===== src/rtl/fir_pkg.sv =====
// Shared FIR definitions: default geometry and the sample-streamer state encoding.
// Latency: n/a (types and constants only).
// Backpressure: n/a.
package fir_pkg;

  localparam int FIR_LENGTH      = 20;  // tap count
  localparam int FIR_DATA_WIDTH  = 8;   // signed sample width
  localparam int FIR_MAX_SAMPLES = 64;  // sample RAM depth

  typedef enum logic [2:0] {
    ST_IDLE       = 3'd0,
    ST_WAIT_COEFF = 3'd1,
    ST_ARM        = 3'd2,
    ST_STREAM     = 3'd3,
    ST_PAD        = 3'd4,
    ST_DONE       = 3'd5
  } streamer_state_t;

endpackage


===== src/rtl/fir_sample_ram.sv =====
// Sample store: one write port plus one synchronous read port, array not reset.
// Latency: read data is valid one clock after the read address is presented.
// Backpressure: none; the owner gates the write strobe.
// Ports: clock; we/waddr/wdata write side; raddr in, rdata registered out.
module fir_sample_ram #(
  parameter int DEPTH = 64,
  parameter int WIDTH = 8,
  parameter int AW    = 6
) (
  input  logic             clock,
  input  logic             we,
  input  logic [AW-1:0]    waddr,
  input  logic [WIDTH-1:0] wdata,
  input  logic [AW-1:0]    raddr,
  output logic [WIDTH-1:0] rdata
);

  logic [WIDTH-1:0] mem [DEPTH];

  always_ff @(posedge clock) begin
    if (we) begin
      mem[waddr] <= wdata;
    end
    rdata <= mem[raddr];
  end

endmodule


===== src/rtl/fir_data_streamer.sv =====
// Streams stored samples into n_tap_fir, then LENGTH-1 zero pads for a full convolution.
// Latency: first sample on dataOut two clocks after the edge that sees start with coeffSetFlag high.
// Backpressure: none downstream; waits on coeffSetFlag, ignores start and RAM writes while streaming.
// Ports: clock, reset (sync, active-high); wrEnable/wrAddr/wrData load the RAM;
//        numSamples/start/coeffSetFlag control a run; loadDataFlag/dataOut/busy/done are registered outputs.
module fir_data_streamer
  import fir_pkg::*;
#(
  parameter int LENGTH      = FIR_LENGTH,
  parameter int DATA_WIDTH  = FIR_DATA_WIDTH,
  parameter int MAX_SAMPLES = FIR_MAX_SAMPLES,
  parameter int ADDR_WIDTH  = $clog2(MAX_SAMPLES)
) (
  input  logic                         clock,
  input  logic                         reset,
  input  logic                         wrEnable,
  input  logic [ADDR_WIDTH-1:0]        wrAddr,
  input  logic signed [DATA_WIDTH-1:0] wrData,
  input  logic [ADDR_WIDTH:0]          numSamples,
  input  logic                         start,
  input  logic                         coeffSetFlag,
  output logic                         loadDataFlag,
  output logic signed [DATA_WIDTH-1:0] dataOut,
  output logic                         busy,
  output logic                         done
);

  localparam int CNT_W = ADDR_WIDTH + 1;
  localparam int PAD_W = (LENGTH > 2) ? $clog2(LENGTH) : 1;

  localparam logic [CNT_W-1:0] CNT_MAX  = CNT_W'(MAX_SAMPLES);
  localparam logic [CNT_W-1:0] CNT_ONE  = CNT_W'(1);
  localparam logic [PAD_W-1:0] PAD_ONE  = PAD_W'(1);
  localparam logic [PAD_W-1:0] PAD_LAST = PAD_W'((LENGTH >= 2) ? (LENGTH - 2) : 0);

  streamer_state_t state_q, state_d;

  logic [CNT_W-1:0]      idx_q;    // next RAM address to read
  logic [CNT_W-1:0]      count_q;  // samples in this run
  logic [PAD_W-1:0]      pad_q;    // pads emitted so far
  logic [DATA_WIDTH-1:0] ram_rdata;

  logic accept;
  logic last_sample;
  logic streaming;

  assign accept      = (state_q == ST_IDLE) && start && (numSamples != '0);
  // idx runs one ahead of the sample on the RAM output, so it equals count on the last STREAM cycle.
  assign last_sample = (idx_q == count_q);
  assign streaming   = (state_q == ST_ARM) || (state_q == ST_STREAM) || (state_q == ST_PAD);

  // Writes are blocked while the stream owns the RAM so a run always sees a stable image.
  fir_sample_ram #(
    .DEPTH (MAX_SAMPLES),
    .WIDTH (DATA_WIDTH),
    .AW    (ADDR_WIDTH)
  ) u_ram (
    .clock (clock),
    .we    (wrEnable && !streaming),
    .waddr (wrAddr),
    .wdata (wrData),
    .raddr (idx_q[ADDR_WIDTH-1:0]),
    .rdata (ram_rdata)
  );

  always_ff @(posedge clock) begin
    if (reset) begin
      state_q <= ST_IDLE;
    end else begin
      state_q <= state_d;
    end
  end

  always_comb begin
    state_d = state_q;
    case (state_q)
      ST_IDLE: begin
        if (accept) begin
          state_d = coeffSetFlag ? ST_ARM : ST_WAIT_COEFF;
        end
      end
      ST_WAIT_COEFF: begin
        if (coeffSetFlag) begin
          state_d = ST_ARM;
        end
      end
      ST_ARM:    state_d = ST_STREAM;
      ST_STREAM: begin
        if (last_sample) begin
          state_d = (LENGTH > 1) ? ST_PAD : ST_DONE;
        end
      end
      ST_PAD: begin
        if (pad_q == PAD_LAST) begin
          state_d = ST_DONE;
        end
      end
      ST_DONE:   state_d = ST_IDLE;
      default:   state_d = ST_IDLE;
    endcase
  end

  always_ff @(posedge clock) begin
    if (reset) begin
      idx_q   <= '0;
      count_q <= '0;
      pad_q   <= '0;
    end else begin
      case (state_q)
        ST_IDLE: begin
          idx_q <= '0;
          if (accept) begin
            count_q <= (numSamples > CNT_MAX) ? CNT_MAX : numSamples;
          end
        end
        ST_ARM: idx_q <= idx_q + CNT_ONE;
        ST_STREAM: begin
          pad_q <= '0;
          if (!last_sample) begin
            idx_q <= idx_q + CNT_ONE;
          end
        end
        ST_PAD: pad_q <= pad_q + PAD_ONE;
        default: ;
      endcase
    end
  end

  // Outputs follow the state of the previous cycle, which also absorbs the RAM read latency.
  logic                  load_d;
  logic                  busy_d;
  logic                  done_d;
  logic [DATA_WIDTH-1:0] data_d;

  always_comb begin
    load_d = 1'b0;
    busy_d = 1'b0;
    done_d = 1'b0;
    data_d = '0;
    case (state_q)
      ST_ARM: begin
        load_d = 1'b1;
        busy_d = 1'b1;
      end
      ST_STREAM: begin
        load_d = 1'b1;
        busy_d = 1'b1;
        data_d = ram_rdata;
      end
      ST_PAD: begin
        load_d = 1'b1;
        busy_d = 1'b1;
      end
      ST_DONE: done_d = 1'b1;
      default: ;
    endcase
  end

  always_ff @(posedge clock) begin
    if (reset) begin
      loadDataFlag <= 1'b0;
      busy         <= 1'b0;
      done         <= 1'b0;
      dataOut      <= '0;
    end else begin
      loadDataFlag <= load_d;
      busy         <= busy_d;
      done         <= done_d;
      dataOut      <= data_d;
    end
  end

endmodule


===== config.mk =====
export PLATFORM = sky130hd
export DESIGN_NAME = fir_data_streamer
export DESIGN_NICKNAME = d
export VERILOG_FILES = /design/src/rtl/fir_pkg.sv /design/src/rtl/fir_sample_ram.sv /design/src/rtl/fir_data_streamer.sv
export SDC_FILE = /design/constraint.sdc
export NUM_CORES = 1
export LEC_CHECK = 0
export ABC_AREA = 1
export ABC_CLOCK_PERIOD_IN_PS = 1900
export BUFFER_PORTS_ARGS = -buffer_cell sky130_fd_sc_hd__clkbuf_2
export CAP_MARGIN = 30
export CORE_ASPECT_RATIO = 1.4
export CORE_MARGIN = 2
export CORE_UTILIZATION = 44
export DETAILED_ROUTE_END_ITERATION = 10
export GPL_ROUTABILITY_DRIVEN = 0
export GPL_TIMING_DRIVEN = 0
export PLACE_DENSITY = 0.72
export SLEW_MARGIN = 20
export SYNTH_ARGS = -nofsm -noshare
export SYNTH_HDL_FRONTEND = slang
export SYNTH_SLANG_ARGS = --single-unit

===== constraint.sdc =====
create_clock -name clock -period 1.9 [get_ports clock]
set_input_delay 0.095 -clock clock [delete_from_list [all_inputs] [get_ports clock]]
set_output_delay 0.095 -clock clock [all_outputs]
set_load 0.02 [all_outputs]

==> out/results.ini, run 1 <==
[setup_path]
path_class=reg2reg
cp_max_fo=8
cp-end-kind=flop
critPathArrivalTime_ns=2.12
startpoint_type=flop
required_ns=2.13

[clock_network]
clk_transition_reported_paths_ns=0.06
cts_buffers=48
clock_sinks=552
cts_tree=built
htree_levels=2
clock_latency_ns=0.58
root_buffer=clkbuf_16
clock_path_buffers=3

[drt]
drtAntennaViolNets=0
finalWirelength_um=67800
drc=0
vias=17341
first_iter_violations=2311
wl_per_cell_um=21.3
via_per_inst=5.45
drt_first_pass_iters=7

[layout]
fill_cells=4293
drive_above_1_share_pct=15.4
ff_latch_area_um2=16200
final_common_cell=nand2_1
area_delta_synth_final_pct=18.5
final_cells=3181
final_cell_mix=nand2_1, edfxtp_1, inv_1
final_nets=2463
multi_input_area_um2=6560
stdcell_area_um2=28000

[power_and_ir_drop]
power_density_nw_per_um2=1030
power.share.sequential_pct=47.1
p_int_mw=20.6
power.leakage_nw=11.0
p_clk_share_pct=32.8
pwr-share-comb_pct=20.1
p_sw_mw=8.31
ir_drop_uv=692
swShare_pct=28.7

[job]
cap_viol_max_count=0

[placed_design]
place_area_um2=24800
placedCellCount=3055
portBuffers=35
dp_hpwl_um=44200

[run_status]
status=complete, no violations

[yosys]
syn-num-nets=2329
avgSynthCellArea_um2=10.3
ys_ff_latch=552
synth-warning-count=0
synth_seq_area_share_pct=68.5
synthCells=2300
syn-cell-area_um2=23600
synth_cell_types=30

[timing]
period_share_pct=99.4
relSlewSlack_pct=30.7
skew_ns=0.0174
clock.fmax_ghz=0.529
tightest_slew_ns=1.04
setup_viol=0
grt_setup_unrepaired=yes
report.final.slew_viol_count=0
fin_crit_ns=1.89
whs_ns=0.0169
hold_viol=0

[floorplan]
io_pins=37
start_util_pct=44.4
die_y_um=278
coreArea_um2=53200
fp-row-count=100
die_width_um=200
die_area_um2=55600

[global_route]
grt_pass1_wl_um=100000
grt_overflow=0
first_global_vias=17159
grt_use_total_pct=24.3
antenna_found_initial=4
grt_max_degree=65

[min_path]
worstHoldPathType=in2reg

==> worst paths after layout <==
kind	end	from	slack, ns	cells after the start
worst min-delay path	u_ram.mem[7][1]$_DFFE_PP_	wrData[1]	0.02	1
worst max-delay path	u_ram.mem[12][0]$_DFFE_PP_	state_q[1]$_SDFFE_PP0P_	0.01	7
worst min register to register	dataOut[3]$_SDFF_PP0_	u_ram.rdata[3]$_DFF_P_	0.41	2
worst max register to register	u_ram.mem[12][0]$_DFFE_PP_	state_q[1]$_SDFFE_PP0P_	0.01	7
==> state kept, by name, indices dropped and copies added, names as in the netlist <==
register and count:
state_q 3, done 1, u_ram.rdata 8, count_q 7, u_ram.mem 512, idx_q 7, dataOut 8, pad_q 5
busy 1
==> power by group through the flow <==
stage	clock network, mW	registers (mW)	logic, mW
finish	9.50	13.6	5.82
global placement	0	13.9	4.65
global route	9.95	13.7	6.21
detailed placement	0	13.9	4.78
CTS	9.50	13.6	5.19
floorplan	0	13.9	2.96
==> cell usage after synthesis, drive strengths merged <==
cell type	count	area, um^2
nand2	694	2610
edfxtp	512	15400
inv	273	1020
nand3	269	1350
nor2	247	927
buf	87	465
o21ai	84	420
dfxtp	40	801
a21oi	38	194
clkbuf	20	75.1
nand4	9	176
or2	5	31.3
xnor2	5	43.8
a211oi	3	22.5
ha	3	37.5
xor2	3	26.3
and3	2	12.5
nor3b	2	15.0
and2	1	6.26
clkinv	1	3.75
nor3	1	10.0
nor4	1	6.26
==> area by class of cell <==
type	count	share of cell area, %
Antenna cell	2	0.0179
Buffer	106	3.26
Clock buffer	64	4.83
Clock inverter	17	0.460
Inverter	274	3.70
Multi-Input combinational cell	1367	23.4
Sequential cell	552	57.8
Tap cell	714	3.19
Timing Repair Buffer	85	3.31
==> logic make-up after synthesis <==
group	share of synthesized area (%)
AND/OR/NAND/NOR	21.8
flip-flops	68.5
buffers and inverters	6.64
AO/OA/AOI/OAI	2.70
XOR/XNOR	0.297
adder cells (fa/ha/maj)	0.159
==> critical path, cell delays in order (launching register included) <==
cell and delay (ns):
dfxtp_4 0.37, buf_6 0.12, nand2_4 0.06, and3_4 0.18, buf_12 0.18, nand4_4 0.13
buf_12 0.20, nor2_4 0.27
==> per-layer routing <==
metal,wire (um),global-route usage (%)
met5,25,0
met4,4900,15.7
met3,5720,4.00
met2,34100,42.2
met1,23000,27.5
==> what timing repair did <==
item | in CTS | in global routing
resized for setup | 229 | 129
hold buffers | 10 | 0
hold endpoints to repair | 31 | 0
gates cloned | 0 | 2
buffers inserted | 27 | 5
endpoints found under the setup margin | 523 | 459
pin swaps | 15 | 18
==> through the flow <==
step                      power, mW  setup WS (ns)  util, %  setup TNS (ns)
after floorplan                16.8        -0.0154        -           -7.10
after global placement         18.5          -1.08     46.4         -474.96
after detailed placement       18.6          -1.10     46.7         -493.47
after CTS                      28.3        0.00378     51.8               0
after global routing           29.8        -0.0507     52.7          -0.344
final                          29.0         0.0106     52.7               0
(Power assumes the default switching activity.)
==> run 2, diff against run 1 <==
--- a/config.mk
+++ b/config.mk
@@ -5,8 +5,7 @@
 export SDC_FILE = /design/constraint.sdc
 export NUM_CORES = 1
 export LEC_CHECK = 0
-export ABC_AREA = 1
-export ABC_CLOCK_PERIOD_IN_PS = 1900
+export ABC_CLOCK_PERIOD_IN_PS = 2400
 export BUFFER_PORTS_ARGS = -buffer_cell sky130_fd_sc_hd__clkbuf_2
 export CAP_MARGIN = 30
 export CORE_ASPECT_RATIO = 1.4
@@ -15,7 +14,7 @@
 export DETAILED_ROUTE_END_ITERATION = 10
 export GPL_ROUTABILITY_DRIVEN = 0
 export GPL_TIMING_DRIVEN = 0
-export PLACE_DENSITY = 0.72
+export PLACE_DENSITY = 0.7
 export SLEW_MARGIN = 20
 export SYNTH_ARGS = -nofsm -noshare
 export SYNTH_HDL_FRONTEND = slang
==> constraint.sdc (replaced) <==
create_clock -name clock -period 2.4 [get_ports clock]
set_input_delay 0.12 -clock clock [delete_from_list [all_inputs] [get_ports clock]]
set_output_delay 0.12 -clock clock [all_outputs]
set_load 0.02 [all_outputs]
==> run 2 against run 1 <==
Compared with the run above: the run now ends with negative setup slack left; worst hold slack better by 0.095 ns; utilization decreased by 0.77 points; clock power fell by 19%; non-clock buffer count is 80 lower; cell count down 41%; design area fell by 11%; highest routed layer unchanged.
==> out/results.ini, run 2 <==
[min_path]
worstHoldPathType=in2reg  ; unchanged

[timing]
skew_ns=0.0293  ; was 0.0174 ns
clock.fmax_ghz=0.407  ; was 0.529 GHz
finalWorstSetupSlack_ns=-0.0565  ; was 0.0106 ns
tightest_slew_ns=1.00  ; was 1.04 ns
period_share_pct=102  ; was 99.4%
report.final.slew_viol_count=0  ; unchanged
grt_setup_unrepaired=yes  ; unchanged
hold_viol=0  ; unchanged
setup_viol=99  ; was 0
fin_setup_tns_ns=-2.79  ; was 0 ns
relSlewSlack_pct=32.9  ; was 30.7%
fin_crit_ns=2.46  ; was 1.89 ns

[drt]
first_iter_violations=1182  ; was 2311
drtAntennaViolNets=0  ; unchanged
via_per_inst=5.87  ; was 5.45
wl_per_cell_um=26.3  ; was 21.3 um
drt_first_pass_iters=6  ; was 7
drc=0  ; unchanged
vias=11008  ; was 17341
finalWirelength_um=49200  ; was 67800 um

[clock_network]
htree_levels=2  ; unchanged
cts_tree=built  ; unchanged
root_buffer=clkbuf_16  ; unchanged
clock_path_buffers=3  ; unchanged
clock_sinks=552  ; unchanged
clock_latency_ns=0.58  ; about the same
clk_transition_reported_paths_ns=0.06  ; about the same
cts_buffers=47  ; was 48

[yosys]
yosysTopAreaCell=edfxtp_1  ; unchanged
synth_top_area_share_pct=71.4  ; was 65.1%
synth_edf_count=512  ; unchanged
async_reset_ff_share_pct=0  ; unchanged
syn-num-nets=1137  ; was 2329
synthCells=1108  ; was 2300
synthTopCellsByArea=edfxtp_1, mux4_2, dfxtp_1  ; was edfxtp_1, nand2_1, nand3_1
syn-cell-area_um2=21500  ; was 23600 um^2
synth-warning-count=0  ; unchanged
synth_cell_types=53  ; was 30
synthFlopType=edfxtp_1  ; unchanged
yosysMostFrequentCell=edfxtp_1  ; was nand2_1
avgSynthCellArea_um2=19.4  ; was 10.3 um^2
ys_ff_latch=552  ; unchanged
yosys-top-cells-count=edfxtp_1, mux4_2, nor2_1  ; was nand2_1, edfxtp_1, nand3_1
synth_seq_area_share_pct=75.1  ; was 68.5%

[layout]
final_common_cell=edfxtp_1  ; was nand2_1
area_delta_synth_final_pct=16.1  ; was 18.5%
final_nets=1236  ; was 2463
final_cell_mix=edfxtp_1, mux4_2, nor2_4  ; was nand2_1, edfxtp_1, inv_1
biggestRegsByFlops=u_ram.mem: 512 flops, dataOut: 8 flops, u_ram.rdata: 8 flops  ; unchanged
drive_above_1_share_pct=30.1  ; was 15.4%
stdcell_area_um2=25000  ; was 28000 um^2
largest_reg_flops=512  ; unchanged
top_register=u_ram.mem  ; unchanged
final_core_util_pct=51.9  ; was 52.7%

[floorplan]
die_area_um2=50700  ; was 55600 um^2
die_width_um=191  ; was 200 um
fp-row-count=95  ; was 100
io_pins=37  ; unchanged
start_util_pct=44.7  ; was 44.4%
coreArea_um2=48100  ; was 53200 um^2
die_y_um=266  ; was 278 um

[job]
cap_viol_max_count=0  ; unchanged

[setup_path]
critPathArrivalTime_ns=2.68  ; was 2.12 ns
crit_path_max_incr_delay_ns=0.51  ; was 0.37 ns
cp_max_fo=10  ; was 8
cp-end-kind=flop  ; unchanged
reg2reg_slack_ns=-0.06  ; was 0.01 ns
cpMaxStageDelayCell=nor2_2  ; was dfxtp_4
cp_cell_sequence=clkbuf_4 > nor2b_2 > nor4b_4 > nand3_4 > nor2_2  ; was buf_6 > nand2_4 > and3_4 > buf_12 > nand4_4 > buf_12 > nor2_4
required_ns=2.63  ; was 2.13 ns
startpoint_type=flop  ; unchanged
path_class=reg2reg  ; unchanged

[placed_design]
portBuffers=33  ; was 35
place_area_um2=22500  ; was 24800 um^2
dp_hpwl_um=31000  ; was 44200 um
post-place-ws_ns=-0.881  ; was -1.10 ns

[run_status]
status=finished with violations  ; was complete, no violations
violations=negative setup slack

[global_route]
grt_use_total_pct=19.7  ; was 24.3%
antenna_found_initial=3  ; was 4
grt_pass1_wl_um=72400  ; was 100000 um
first_global_vias=11227  ; was 17159
grt_max_degree=65  ; unchanged
grt_overflow=0  ; unchanged

[power_and_ir_drop]
power.leakage_nw=7.55  ; was 11.0 nW
power_density_nw_per_um2=793  ; was 1030 nW/um^2
ir_drop_uv=574  ; was 692 uV
p_total_mw=19.8  ; was 29.0 mW

-- run 2: cell count changes after synthesis, sizes merged, moves of 41 or more --
cell / change
mux2i: +51
buf: -41
nor2: -161
mux4: +112
o21ai: -79
nand2: -665
nand3: -263
inv: -269
-- run 2: repair_timing --
item / in CTS / in global routing
hold endpoints to repair: 16 / 0
gates resized for setup: 168 / 40
pin swaps: 1 / 4
setup buffers: 1 / 1
endpoints found under the setup margin: 520 / 231
hold buffers: 15 / 0
-- run 2: worst max-delay path: cells and delay by family, from the launching register on --
| family | cells | cell delay [ns] |
|---|---|---|
| buffers and inverters | 1 | 0.17 |
| and+or+nand+nor | 4 | 1.64 |
| DFF | 1 | 0.30 |
-- run 2: per-layer routing --
metal | global-route usage, % | vias to the layer above | wire length, um
li1 | - | 4739 | -
met3 | 3.70 | 125 | 3300
met1 | 24.3 | 5688 | 18600
met4 | 9.03 | 4 | 2060
met5 | 0 | - | 23
met2 | 33.5 | 452 | 25200
-- run 2: layout make-up --
| cell class | instances | area [um^2] |
|---|---|---|
| tap | 630 | 788 |
| multi-input combinational | 491 | 5620 |
| timing repair buffer | 50 | 363 |
| buffer | 61 | 482 |
| clock inverter | 27 | 299 |
| inverter | 4 | 15.0 |
| antenna | 1 | 2.50 |
| sequential | 552 | 16200 |
| clock buffer | 58 | 1240 |
| fill | 3691 | 23200 |
-- run 2: kinds of logic (layout without fill, tap and decap cells) --
logic type | count (synthesis) | after routing | synth area share, %
AO/OA/AOI/OAI | 120 | 120 | 3.77
XOR/XNOR | 7 | 7 | 0.285
adder cells (fa/ha/maj) | 3 | 3 | 0.174
buffers and inverters | 65 | 200 | 1.84
flip-flops | 552 | 552 | 75.1
multiplexers | 165 | 165 | 14.2
other | 0 | 1 | 0
AND/OR/NAND/NOR | 196 | 196 | 4.54
-- run 2: path summary, 6_finish.rpt --
check / depth (start not counted) / to / start
max: 5 / u_ram.mem[14][4]$_DFFE_PP_ / state_q[1]$_SDFFE_PP0P_
min: 5 / state_q[1]$_SDFFE_PP0P_ / start
max reg2reg: 5 / u_ram.mem[14][4]$_DFFE_PP_ / state_q[1]$_SDFFE_PP0P_
min reg2reg: 1 / dataOut[3]$_SDFF_PP0_ / u_ram.rdata[3]$_DFF_P_
-- run 2: through the flow --
step / hold slack (ns) / instances
detailed placement: 0.412 / 1771
CTS: 0.0916 / 1872
floorplan: 0.219 / 1108
finish: 0.112 / 1874
global route: 0.126 / 1874
global placement: 0.410 / 1771
-- run 2: report_power, final --
| group | internal, mW | leakage, nW | switching [mW] |
|---|---|---|---|
| clock | 4.33 | 0.753 | 3.37 |
| combinational | 0.611 | 1.87 | 0.889 |
| sequential | 10.6 | 4.93 | 0.0316 |
